`src/rtl/vga_sync_gen_pkg.sv`:
```
// Shared raster timing description and sizing helper for the VGA sync generator.
package vga_sync_gen_pkg;

  typedef struct packed {
    int unsigned h_active, h_fp, h_sync, h_bp;
    int unsigned v_active, v_fp, v_sync, v_bp;
  } vga_timing_t;

  localparam vga_timing_t VGA_640X480_60 = '{640, 16, 96, 48, 480, 10, 2, 33};

  function automatic int unsigned bits_for(input int unsigned max_val);
    return (max_val == 0) ? 1 : $clog2(max_val + 1);
  endfunction

endpackage

```
`src/rtl/vga_sync_gen_axis.sv`:
```
// One raster axis: wrapping position counter with active/sync decode and carry-out.
module vga_axis_counter
  import vga_sync_gen_pkg::*;
#(
  parameter int unsigned ACTIVE = 640,
  parameter int unsigned FP     = 16,
  parameter int unsigned SYNC   = 96,
  parameter int unsigned BP     = 48,
  parameter int unsigned W      = 10
) (
  input  logic         clk_i,
  input  logic         rst_ni,
  input  logic         en_i,
  output logic [W-1:0] count_o,
  output logic         first_o,
  output logic         active_o,
  output logic         sync_o,
  output logic         carry_o
);

  localparam int unsigned TOTAL = ACTIVE + FP + SYNC + BP;
  // One extra bit keeps the decode bounds exact even when TOTAL == 2**W.
  localparam logic [W:0] ACTIVE_END = (W+1)'(ACTIVE);
  localparam logic [W:0] SYNC_BEG   = (W+1)'(ACTIVE + FP);
  localparam logic [W:0] SYNC_END   = (W+1)'(ACTIVE + FP + SYNC);
  localparam logic [W:0] LAST       = (W+1)'(TOTAL - 1);

  logic [W-1:0] count_q, count_d;
  logic [W:0]   count_x;
  logic         last;

  assign count_x  = {1'b0, count_q};
  assign last     = (count_x == LAST);
  assign first_o  = (count_q == '0);
  assign active_o = (count_x < ACTIVE_END);
  assign sync_o   = (count_x >= SYNC_BEG) && (count_x < SYNC_END);
  assign carry_o  = en_i && last;
  assign count_o  = count_q;

  always_comb begin
    count_d = count_q;
    if (en_i) count_d = last ? '0 : count_q + W'(1);
  end

  always_ff @(posedge clk_i or negedge rst_ni) begin
    if (!rst_ni) count_q <= '0;
    else         count_q <= count_d;
  end

endmodule

```
`src/rtl/vga_sync_gen.sv`:
```
// Parametrised raster timing generator: registered sync/blank, lookahead coordinates,
// line/frame strobes and a completed-frame counter, advancing on pix_en ticks.
module vga_sync_gen
  import vga_sync_gen_pkg::*;
#(
  parameter int unsigned H_ACTIVE = VGA_640X480_60.h_active,
  parameter int unsigned H_FP     = VGA_640X480_60.h_fp,
  parameter int unsigned H_SYNC   = VGA_640X480_60.h_sync,
  parameter int unsigned H_BP     = VGA_640X480_60.h_bp,
  parameter int unsigned V_ACTIVE = VGA_640X480_60.v_active,
  parameter int unsigned V_FP     = VGA_640X480_60.v_fp,
  parameter int unsigned V_SYNC   = VGA_640X480_60.v_sync,
  parameter int unsigned V_BP     = VGA_640X480_60.v_bp,
  parameter bit          HS_POL   = 1'b0,
  parameter bit          VS_POL   = 1'b0,
  parameter int unsigned PREFETCH = 0,
  parameter int unsigned COORD_W  = 10,
  parameter int unsigned FRAME_W  = 16
) (
  input  logic               clk,
  input  logic               resetn,
  input  logic               pix_en,
  output logic               hs,
  output logic               vs,
  output logic               blank,
  output logic [COORD_W-1:0] current_x,
  output logic [COORD_W-1:0] current_y,
  output logic               line_start,
  output logic               frame_start,
  output logic [FRAME_W-1:0] frame_count
);

  localparam int unsigned H_TOTAL = H_ACTIVE + H_FP + H_SYNC + H_BP;
  localparam int unsigned V_TOTAL = V_ACTIVE + V_FP + V_SYNC + V_BP;

  if (H_ACTIVE == 0 || H_SYNC == 0 || V_ACTIVE == 0 || V_SYNC == 0 ||
      PREFETCH >= H_ACTIVE ||
      bits_for(H_TOTAL - 1) > COORD_W || bits_for(V_TOTAL - 1) > COORD_W) begin : g_bad_params
    $error("vga_sync_gen: illegal timing parameters");
  end

  logic [COORD_W-1:0] h_count, v_count;
  logic h_first, h_active, h_sync, h_carry;
  logic v_first, v_active, v_sync, v_carry;

  vga_axis_counter #(
    .ACTIVE(H_ACTIVE), .FP(H_FP), .SYNC(H_SYNC), .BP(H_BP), .W(COORD_W)
  ) u_h (
    .clk_i(clk), .rst_ni(resetn), .en_i(pix_en),
    .count_o(h_count), .first_o(h_first), .active_o(h_active),
    .sync_o(h_sync), .carry_o(h_carry)
  );

  vga_axis_counter #(
    .ACTIVE(V_ACTIVE), .FP(V_FP), .SYNC(V_SYNC), .BP(V_BP), .W(COORD_W)
  ) u_v (
    .clk_i(clk), .rst_ni(resetn), .en_i(h_carry),
    .count_o(v_count), .first_o(v_first), .active_o(v_active),
    .sync_o(v_sync), .carry_o(v_carry)
  );

  // Lookahead: PREFETCH < H_TOTAL, so a single compare/subtract covers the line wrap.
  logic [COORD_W:0]   x_sum;
  logic               x_wrap;
  logic [COORD_W-1:0] x_ahead, y_ahead;

  always_comb begin
    x_sum   = {1'b0, h_count} + (COORD_W+1)'(PREFETCH);
    x_wrap  = (x_sum >= (COORD_W+1)'(H_TOTAL));
    x_ahead = x_sum[COORD_W-1:0];
    y_ahead = v_count;
    if (x_wrap) begin
      x_ahead = COORD_W'(x_sum - (COORD_W+1)'(H_TOTAL));
      y_ahead = (v_count == COORD_W'(V_TOTAL - 1)) ? '0 : v_count + COORD_W'(1);
    end
  end

  logic               hs_q, hs_d, vs_q, vs_d, blank_q, blank_d;
  logic [COORD_W-1:0] x_q, x_d, y_q, y_d;
  logic               line_q, line_d, frame_q, frame_d;
  logic [FRAME_W-1:0] fcount_q, fcount_d;
  logic               done_q, done_d;

  // done_q marks that a full frame has wrapped, so the post-reset (0,0) is not counted.
  always_comb begin
    hs_d     = hs_q;
    vs_d     = vs_q;
    blank_d  = blank_q;
    x_d      = x_q;
    y_d      = y_q;
    line_d   = 1'b0;
    frame_d  = 1'b0;
    fcount_d = fcount_q;
    done_d   = done_q || v_carry;
    if (pix_en) begin
      hs_d    = h_sync ? HS_POL : ~HS_POL;
      vs_d    = v_sync ? VS_POL : ~VS_POL;
      blank_d = !(h_active && v_active);
      x_d     = x_ahead;
      y_d     = y_ahead;
      line_d  = h_first;
      frame_d = h_first && v_first;
      if (h_first && v_first && done_q) fcount_d = fcount_q + FRAME_W'(1);
    end
  end

  always_ff @(posedge clk or negedge resetn) begin
    if (!resetn) begin
      hs_q     <= ~HS_POL;
      vs_q     <= ~VS_POL;
      blank_q  <= 1'b1;
      x_q      <= '0;
      y_q      <= '0;
      line_q   <= 1'b0;
      frame_q  <= 1'b0;
      fcount_q <= '0;
      done_q   <= 1'b0;
    end else begin
      hs_q     <= hs_d;
      vs_q     <= vs_d;
      blank_q  <= blank_d;
      x_q      <= x_d;
      y_q      <= y_d;
      line_q   <= line_d;
      frame_q  <= frame_d;
      fcount_q <= fcount_d;
      done_q   <= done_d;
    end
  end

  assign hs          = hs_q;
  assign vs          = vs_q;
  assign blank       = blank_q;
  assign current_x   = x_q;
  assign current_y   = y_q;
  assign line_start  = line_q;
  assign frame_start = frame_q;
  assign frame_count = fcount_q;

endmodule

```
`config.mk`:
```
export PLATFORM = sky130hd
export DESIGN_NAME = vga_sync_gen
export DESIGN_NICKNAME = d
export VERILOG_FILES = /design/src/rtl/vga_sync_gen_pkg.sv /design/src/rtl/vga_sync_gen_axis.sv /design/src/rtl/vga_sync_gen.sv
export SDC_FILE = /design/constraint.sdc
export NUM_CORES = 1
export LEC_CHECK = 0
export BUFFER_PORTS_ARGS = -buffer_cell sky130_fd_sc_hd__buf_2
export CORE_ASPECT_RATIO = 1.25
export CORE_UTILIZATION = 45
export DETAILED_ROUTE_END_ITERATION = 8
export MAX_ROUTING_LAYER = met4
export PLACE_DENSITY_LB_ADDON = 0.12
export SLEW_MARGIN = 10
export SYNTH_ARGS = -nofsm -noshare
export SYNTH_HDL_FRONTEND = slang
export SYNTH_SLANG_ARGS = --single-unit
```
`constraint.sdc`:
```
create_clock -name clk -period 6.3 [get_ports clk]
set_clock_uncertainty 0.2 [all_clocks]
set_input_delay 0.315 -clock clk [delete_from_list [all_inputs] [get_ports clk]]
set_output_delay 0.315 -clock clk [all_outputs]
set_load 0.005 [all_outputs]
```
After elaboration in Yosys (flattened, before gate mapping)

Cells that the tools add are included.

Register bits after elaboration: 62
Input bits: 3

Add/subtract/negate cells: 4
$lt $le $gt $ge: 7
Equal/unequal tests: 2
Mux-type cells: 8
Reduce and logical (&&, ||, !) cells: 12

Operator list:

| operator                                                                             | count |
|---|---|
| 10-bit 2-to-1 mux                                                                    | 4 |
| 10-bit by 1-bit adder with 10-bit output, second input constant                      | 2 |
| 10-bit equality test, second input constant                                          | 2 |
| 10-bit greater-or-equal comparator, second input constant                            | 2 |
| 10-bit logical NOT                                                                   | 2 |
| 10-bit < comparator, second input constant                                           | 2 |
| 10-bit by 9-bit < comparator with 1-bit output, second input constant                | 2 |
| 16-bit by 1-bit adder with 16-bit output, second input constant                      | 1 |
| 10-bit by 9-bit greater-or-equal comparator with 1-bit output, second input constant | 1 |
| 10-bit subtractor, second input constant                                             | 1 |
| 1-bit logical AND                                                                    | 7 |
| 1-bit 2-to-1 mux                                                                     | 4 |
| 2-bit AND reduction                                                                  | 1 |
| 1-bit logical NOT                                                                    | 1 |
| 1-bit logical OR                                                                     | 1 |

Depth between registers and ports, before layout

Gate-level depths: netlist of the first run.

Word-level depth: 4
Depth in mapped cells: 7
Depth with buffers taken out: 6

Cells and area by module

From an unflattened synthesis of the first run, not the netlist that was laid out.

Cells, all modules: 318
Area, all modules: 3149.3 um^2

Modules (own cells, without submodules):

| module                 | times used | cells each | area each (um^2) | seq. area each (um^2) |
|---|---|---|---|---|
| vga_sync_gen           | 1          | 194        | 1996.9           | 1054.8 |
| vga_axis_counter (u_v) | 1          | 63         | 580.6            | 250.2 |
| vga_axis_counter (u_h) | 1          | 61         | 571.8            | 250.2 |

Worst setup path after synthesis of the first run

Ideal clock, no wire load.

Kind: flip-flop to flip-flop
From: register u_v.count_q[0] (netlist: u_v.count_o[0])
To: register fcount_q[1] (netlist: frame_count[1])
Library setup time: 125 ps
Arrival: 1806 ps
Path slack: 4169 ps
Cell stages (with the launch flop): 7
Period minus slack after synthesis: 2131 ps
Cell sequence: dfrtp_1 -> inv_1 -> ha_1 -> nor4b_4 -> nand4_2 -> or3_4 -> mux2_4

Cells in the longest elaborated chain, start to end: 4

RTL lines:

| element                              | line                    | RTL |
|---|---|---|
| start, declared                      | vga_sync_gen_axis.sv:28 | `logic [W-1:0] count_q, count_d;` |
| start signal, assigned               | vga_sync_gen_axis.sv:47 | `else count_q <= count_d;` |
| 10-bit logical NOT                   | vga_sync_gen_axis.sv:34 | `assign first_o = (count_q == '0);` |
| 1-bit logical AND (2 in a row)       | vga_sync_gen.sv:103     | `if (h_first && v_first && done_q) fcount_d = fcount_q + FRAME_W'(1);` |
| 2-bit AND reduction (no source line) | --                      |  |
| end signal, assigned                 | vga_sync_gen.sv:126     | `fcount_q <= fcount_d;` |
| end, declared                        | vga_sync_gen.sv:81      | `logic [FRAME_W-1:0] fcount_q, fcount_d;` |

Every way passes these cells.
A chain may end at the register's enable or synchronous reset.

Worst setup path in the final report of the first run

From: register u_v.count_q[0] (netlist: u_v.count_o[0])
To: register y_q[5] (netlist: current_y[5])

Cells in the longest elaborated chain, start to end: 3
Elaborated cells on any way between the ends: 4
Classes of those cells: add/sub (1); eq/ne (1); mux (2)

RTL lines:

| element                                                                                 | line                | RTL |
|---|---|---|
| 10-bit by 1-bit adder with 10-bit output / 10-bit equality test (equally long branches) | vga_sync_gen.sv:74  | `y_ahead = (v_count == COORD_W'(V_TOTAL - 1)) ? '0 : v_count + COORD_W'(1);` |
| 10-bit 2-to-1 mux *                                                                     | vga_sync_gen.sv:74  |  |
| 10-bit 2-to-1 mux *                                                                     | vga_sync_gen.sv:72  | `if (x_wrap) begin` |
| end signal, assigned                                                                    | vga_sync_gen.sv:123 | `y_q <= y_d;` |
| end, declared                                                                           | vga_sync_gen.sv:79  | `logic [COORD_W-1:0] x_q, x_d, y_q, y_d;` |

Mark *: on every way between the ends. The rest lies on a longest branch, timed or not.

==> metrics.txt, run 1 <==
Slew HR 0.4477; status finished clean; worst reg2reg path depth 6; Ant. Diodes 0; synth top area cells dfrtp_1, xor2_1, ha_1; cell area after synthesis 3229 sq um; overall die width roughly 80 um; First-pass DRT Iterations 4; Final Power approximately 1 mW; met2 WL between 3000 and 4000 um; Starting Density 0.4657; Startpoint Class flip-flop; core area slightly below 7000 sq um; area of the multi-input gates roughly 1500 sq um; initial antenna violation count 0; Placement Setup Slack 3.538 ns; CP Capture Type flip-flop; final wirelength around 7300 um; fmax between 300 and 400 MHz; syn nets 344; # clock sinks just over 60; Fill cells between 600 and 700; CP peak stage delay 0.65 ns; Critical Path Start u_v.count_o[0]; crit path DAT 2.66 ns; row count 34; PortBufs 43; worst skew pair latency 0.35 ns; RR Startpoint u_v.count_o[0]; DP HPWL between 4000 and 5000 um; Avg Inst Size Synth around 10 sq um; RSZ-0062 raised after global routing false; minimum clock period 2.649 ns; vias 2596; Metal-1 WL about 3400 um; cells after synthesis around 330; CTS tree built; Final TNS setup 0 ns; top-area cell type share of the netlist area 0.4572; Final Hold Vio Count 0; grt total ovfl 0; Max clock buf depth 2; clk root buf clkbuf_8; non-filler instance count after layout about 460; sink of the worst hold path frame_count[6]; WP data required around 6.3 ns; hold crit path type reg2reg; cell taking the most area after synthesis dfrtp_1; I/O pins 44; largest net degree at the start of global routing 63; Hold Startpoint frame_count[6]; DR top layer met4; Primary FF master, synth dfrtp_1; reg2reg end current_y[5]; CP Cell Sequence inv_1, ha_1, nor4b_4, nand3_1, a2111oi_0, nor3_1; DR vias/cell 5.607; Slew Viols, Final 0; register area share after synthesis 0.4816; Placed Cells ~450; Design Area, Final 3671 sq um; Nets 380; flip-flop and latch area roughly 1600 sq um; WS Path Type reg2reg; gpl congestion between 0.8 and 0.9; Syn-to-layout area delta 13.68%; Final Cycle Share 0.4204; WL/cell between 15 and 20 um; critical path's slowest cell a2111oi_0; Max-Cap Viols 0; depth of the CTS H-tree 3; Yosys reg bits 62; Final setup viols 0; PwrDens between 200 and 300 nW/um^2; LEAKAGE between 1.5 and 2 nW; area of the die 7521 sq um; Post-synth EDFFs 0; vias in the first global route 2540; # DRC 0; layout cells sized above 1 0.2038; VDD IR max roughly 160 uV; first-pass GRT wire length around 12000 um; FFs w/ async S/R, synth 1.000; Antenna Nets Post-Route 0; register clock-pin slew on the reported worst setup and hold paths ~0.070 ns; GRT Total Usage 0.2173; initial DRC count 184; final worst slack roughly 3.7 ns; Netlist cell types 49; Fin Hold WS 0.2851 ns; Worst-Margin Slew 0.8284 ns; post-cts resize count 0; crit-path max FO 15; cell count of the worst hold path 1; final core area utilization 0.5294; CTS Buf Count 9; placed instance area approximately 3500 sq um; worst reg2reg setup slack 3.65 ns; met3 wire length 289 um; Die Ht a little under 100 um; Yosys warnings 0
[cells in the mapped netlist (7+ instances only)]
master / number
and3_1: 7
nand4_1: 10
a31oi_1: 13
xnor2_1: 8
ha_1: 9
o21ai_0: 18
dfrtp_1: 59
inv_1: 16
xor2_1: 15
nor3_1: 16
clkbuf_1: 11
nand3_1: 17
nand2_1: 23
a21oi_1: 8
nor2_1: 29
[worst max-delay path: cells and delay by family (launching register included)]
family	cells	cell delay (ns)
adders and majority gates	1	0.16
and+or+nand+nor	3	0.95
DFF	1	0.42
buffers and inverters	1	0.14
AOI/OAI and AO/OA	1	0.65
[worst max path at each step]
| stage | to | slack [ns] | cells after the start |
|---|---|---|---|
| floorplan | frame_count[1] | 4.17 | 6 |
| global placement | frame_count[1] | 3.54 | 5 |
| detailed placement | frame_count[1] | 3.54 | 5 |
| CTS | frame_count[1] | 3.71 | 6 |
| global route | current_y[5] | 3.39 | 6 |
| finish | current_y[5] | 3.65 | 6 |
[cells in the final DEF (no fill, tap or decap), types with 7 or more instances in the layout]
cell type  count
xnor2_1        8
o21ai_0       18
and3_1         7
inv_1         16
nand3_1       17
xor2_1        15
nor3_1        16
a31oi_1       13
a21oi_1        8
ha_1           9
clkbuf_8       9
buf_2         43
nand4_1       10
dfrtp_1       59
nor2_1        29
nand2_1       23
[power by group]
group	internal, mW	total (mW)	switching (mW)
Clock	0.180	0.336	0.156
Combinational	0.0739	0.166	0.0922
Sequential	0.438	0.491	0.0523
[metal layers]
metal	up-vias	track usage
met1	1241	0.2778
met5	-	-
met3	18	0.04434
met2	67	0.3227
met4	0	0.1161
li1	1270	-
[state kept, by name (all words and copies together) (netlist names)]
signal,flops
frame_count,16
current_x,10
current_y,10
u_h.count_o,10
u_v.count_o,10
blank,1
done_q,1
frame_start,1
hs,1
line_start,1
vs,1
[logic make-up (layout without fill, tap and decap cells)]
group,count (synthesis),count (layout),synth area share
flip-flops,62,62,0.4816
buffers and inverters,37,78,0.04727
multiplexers,6,6,0.02208
adder cells (fa/ha/maj),9,9,0.03487
AO/OA/AOI/OAI,61,61,0.1228
XOR/XNOR,23,23,0.06238
AND/OR/NAND/NOR,134,134,0.2290
[area by class of cell]
type | instances | share of cell area
clock buffer | 11 | 0.03579
clock inverter | 5 | 0.01363
inverter | 16 | 0.01636
multi-input combinational | 233 | 0.4145
sequential | 62 | 0.4237
tap | 90 | 0.03067
timing repair buffer | 46 | 0.06544
[timing repair]
action	CTS	global route
hold endpoints to repair	59	0
hold buffers	1	0
buffers inserted	0	0
(Power assumes the default switching activity.)
==> inputs of run 2 (changes only) <==
--- a/config.mk
+++ b/config.mk
@@ -5,6 +5,7 @@
 export SDC_FILE = /design/constraint.sdc
 export NUM_CORES = 1
 export LEC_CHECK = 0
+export ABC_AREA = 1
 export BUFFER_PORTS_ARGS = -buffer_cell sky130_fd_sc_hd__buf_2
 export CORE_ASPECT_RATIO = 1.25
 export CORE_UTILIZATION = 45
==> constraint.sdc (replaced) <==
create_clock -name clk -period 2.2 [get_ports clk]
set_clock_uncertainty 0.2 [all_clocks]
set_input_delay 0.11 -clock clk [delete_from_list [all_inputs] [get_ports clk]]
set_output_delay 0.11 -clock clk [all_outputs]
set_load 0.005 [all_outputs]
==> run 2 against run 1 <==
Net effect:
- largest cell class is now multi-input gates
- utilization rose by 1.0 points
- synthesized cell count rose by 46%
- clock-buffer cell count rose by 2
==> metrics.txt, run 2 <==
worst skew pair latency 0.34 ns; Slew HR 0.5987; Die Ht between 100 and 150 um; LEAKAGE approximately 2.2 nW; WP buf/inv 3; Avg Inst Size Synth ~7.5 sq um; cell taking the most area after synthesis dfrtp_1; PortBufs between 40 and 50; row count 36; CTS tree built; Post-synth EDFFs 0; Final TNS setup 0 ns; # clock sinks 62; Netlist cell types 32; Placement Setup Slack around 0.12 ns; depth of the CTS H-tree 3; CP peak stage delay roughly 0.43 ns; initial DRC count 174; FFs w/ async S/R, synth 1.000; final worst slack ~0.22 ns; Startpoint Class flip-flop; Nets between 500 and 600; I/O pins 44; CTS Buf Count 9; synth top area cells dfrtp_1, nand2_1, nand3_1; Yosys reg bits just over 60; VDD IR max between 500 and 600 uV; Antenna Nets Post-Route 0; commonest non-fill, non-tap cell in the layout nand2_1; Slew Viols, Final 0; Syn-to-layout area delta 15.72%; vias in the first global route between 2000 and 3000; cell count of the worst hold path 4; overall die width just over 80 um; Ant. Diodes 0; area of the die between 8000 and 9000 sq um; most frequent cell after synthesis nand2_1; fmax slightly above 500 MHz; RR Startpoint u_v.count_o[0]; gpl congestion 0.9024; layout cells sized above 1 0.2007; synth cell count leaders nand2_1, dfrtp_1, nor2_1, inv_1, nand3_1; register area share after synthesis 0.4257; Hold Startpoint pix_en; DP HPWL 6120 um; Max clock buf depth 2; status finished clean; worst reg2reg path depth 11; reg2reg end frame_count[9]; DR vias/cell about 5; grt total ovfl 0; hold crit path type in2reg; Worst-Margin Slew 0.6020 ns; sink of the worst hold path current_x[4]; Final Power around 3.4 mW; minimum clock period 1.979 ns; CP Capture Type flip-flop; Max-Cap Viols 0; crit-path max FO 5; core area 7838 sq um; WS Path Type reg2reg; critical path's slowest cell dfrtp_1; cell family with most CP delay simple AND/OR/NAND/NOR gates; Final setup viols 0; # DRC 0; top-area cell type share of the netlist area 0.4041; CP Cell Sequence inv_1, ha_1, inv_1, nor2_1, nand3_1, nor2_2, nand3_2, inv_1, nand2_1, nand2_1, nand2_1; WP data required about 2.2 ns; Final Hold Vio Count 0; largest net degree at the start of global routing 40; commonest non-fill, non-tap cells in the layout nand2_1, dfrtp_1, nor2_1; Primary FF master, synth dfrtp_1; Final Cycle Share 0.8994; syn nets 498; Starting Density 0.4662; vias between 3000 and 4000; Yosys warnings 0; initial antenna violation count 0; cell area after synthesis 3654 sq um; cells after synthesis ~490; crit path DAT 2.02 ns; PwrDens ~800 nW/um^2; max FFs per register 16; clk root buf clkbuf_8; register clock-pin slew on the reported worst setup and hold paths approximately 0.070 ns; GRT Total Usage 0.2302; worst reg2reg setup slack about 0.22 ns; First-pass DRT Iterations 4; WL/cell about 13 um; first-pass GRT wire length roughly 14000 um; RSZ-0062 raised after global routing false; final wirelength ~8400 um
[run 2: worst max path at each step]
stage / start / endpoint / slack (ns) / cells after the start
3_3_place_gp: u_v.count_o[0] / current_y[9] / 0.13 / 9
4_1_cts: u_v.count_o[0] / frame_count[9] / 0.10 / 11
5_1_grt: u_v.count_o[0] / frame_count[9] / 0.05 / 11
6_report: u_v.count_o[0] / frame_count[9] / 0.22 / 11
2_1_floorplan: u_v.count_o[0] / frame_count[9] / 0.50 / 11
3_5_place_dp: u_v.count_o[0] / frame_count[9] / 0.12 / 11
[run 2: final cells by class]
cell class / instances / area [sq um]
sequential: 62 / 1555
timing repair buffer: 57 / 335.3
multi-input combinational: 359 / 1800
fill: 793 / 3610
tap: 95 / 118.9
inverter: 49 / 183.9
clock buffer: 13 / 168.9
clock inverter: 3 / 65.06
[run 2: routing by layer]
metal  track usage  wire, um  up-vias  share of wire
met3       0.05575       344        9          0.041
li1              -         -     1639              -
met1        0.3039      3994     1490           0.47
met2        0.3477      4000       66           0.47
met5             -         0        -              0
met4       0.07162        98        0          0.012
[run 2: cell families after synthesis]
group | after synthesis | synth area share
and+or+nand+nor | 298 | 0.3592
buffers and inverters | 65 | 0.08356
DFF | 62 | 0.4257
adders and majority gates | 9 | 0.03082
AOI/OAI and AO/OA | 36 | 0.06233
xor gates and xnor gates | 16 | 0.03836
[run 2: power breakdown]
part | internal (mW) | leakage [nW] | switching, mW | total (mW)
clock | 0.730 | 0.120 | 0.441 | 1.17
combinational | 0.289 | 1.28 | 0.436 | 0.726
sequential | 1.30 | 0.765 | 0.178 | 1.48
total | 2.32 | 2.16 | 1.06 | 3.38
[run 2: what timing repair did]
| item | CTS | global route |
|---|---|---|
| hold buffers | 1 | 0 |
| resized for setup | 0 | 2 |
| setup buffers | 0 | 2 |
| endpoints found under the setup margin | 0 | 9 |
| hold endpoints to repair | 23 | 0 |
[run 2: tightest hold or removal path: stages]
cell and delay (ns):
buf_2 0.10, inv_1 0.15, nand2_1 0.09, o21ai_0 0.06
[run 2: stage by stage]
stage | utilization | area [sq um] | hold WS, ns | instances
finish | 0.5394 | 4228 | 0.02225 | 638
global route | 0.5394 | 4228 | 0.03487 | 638
CTS | 0.5366 | 4205 | 0.003358 | 636
detailed placement | 0.5054 | 3961 | -0.04583 | 619
global placement | 0.5054 | 3961 | -0.05074 | 619
floorplan | - | 3654 | -0.3856 | 486
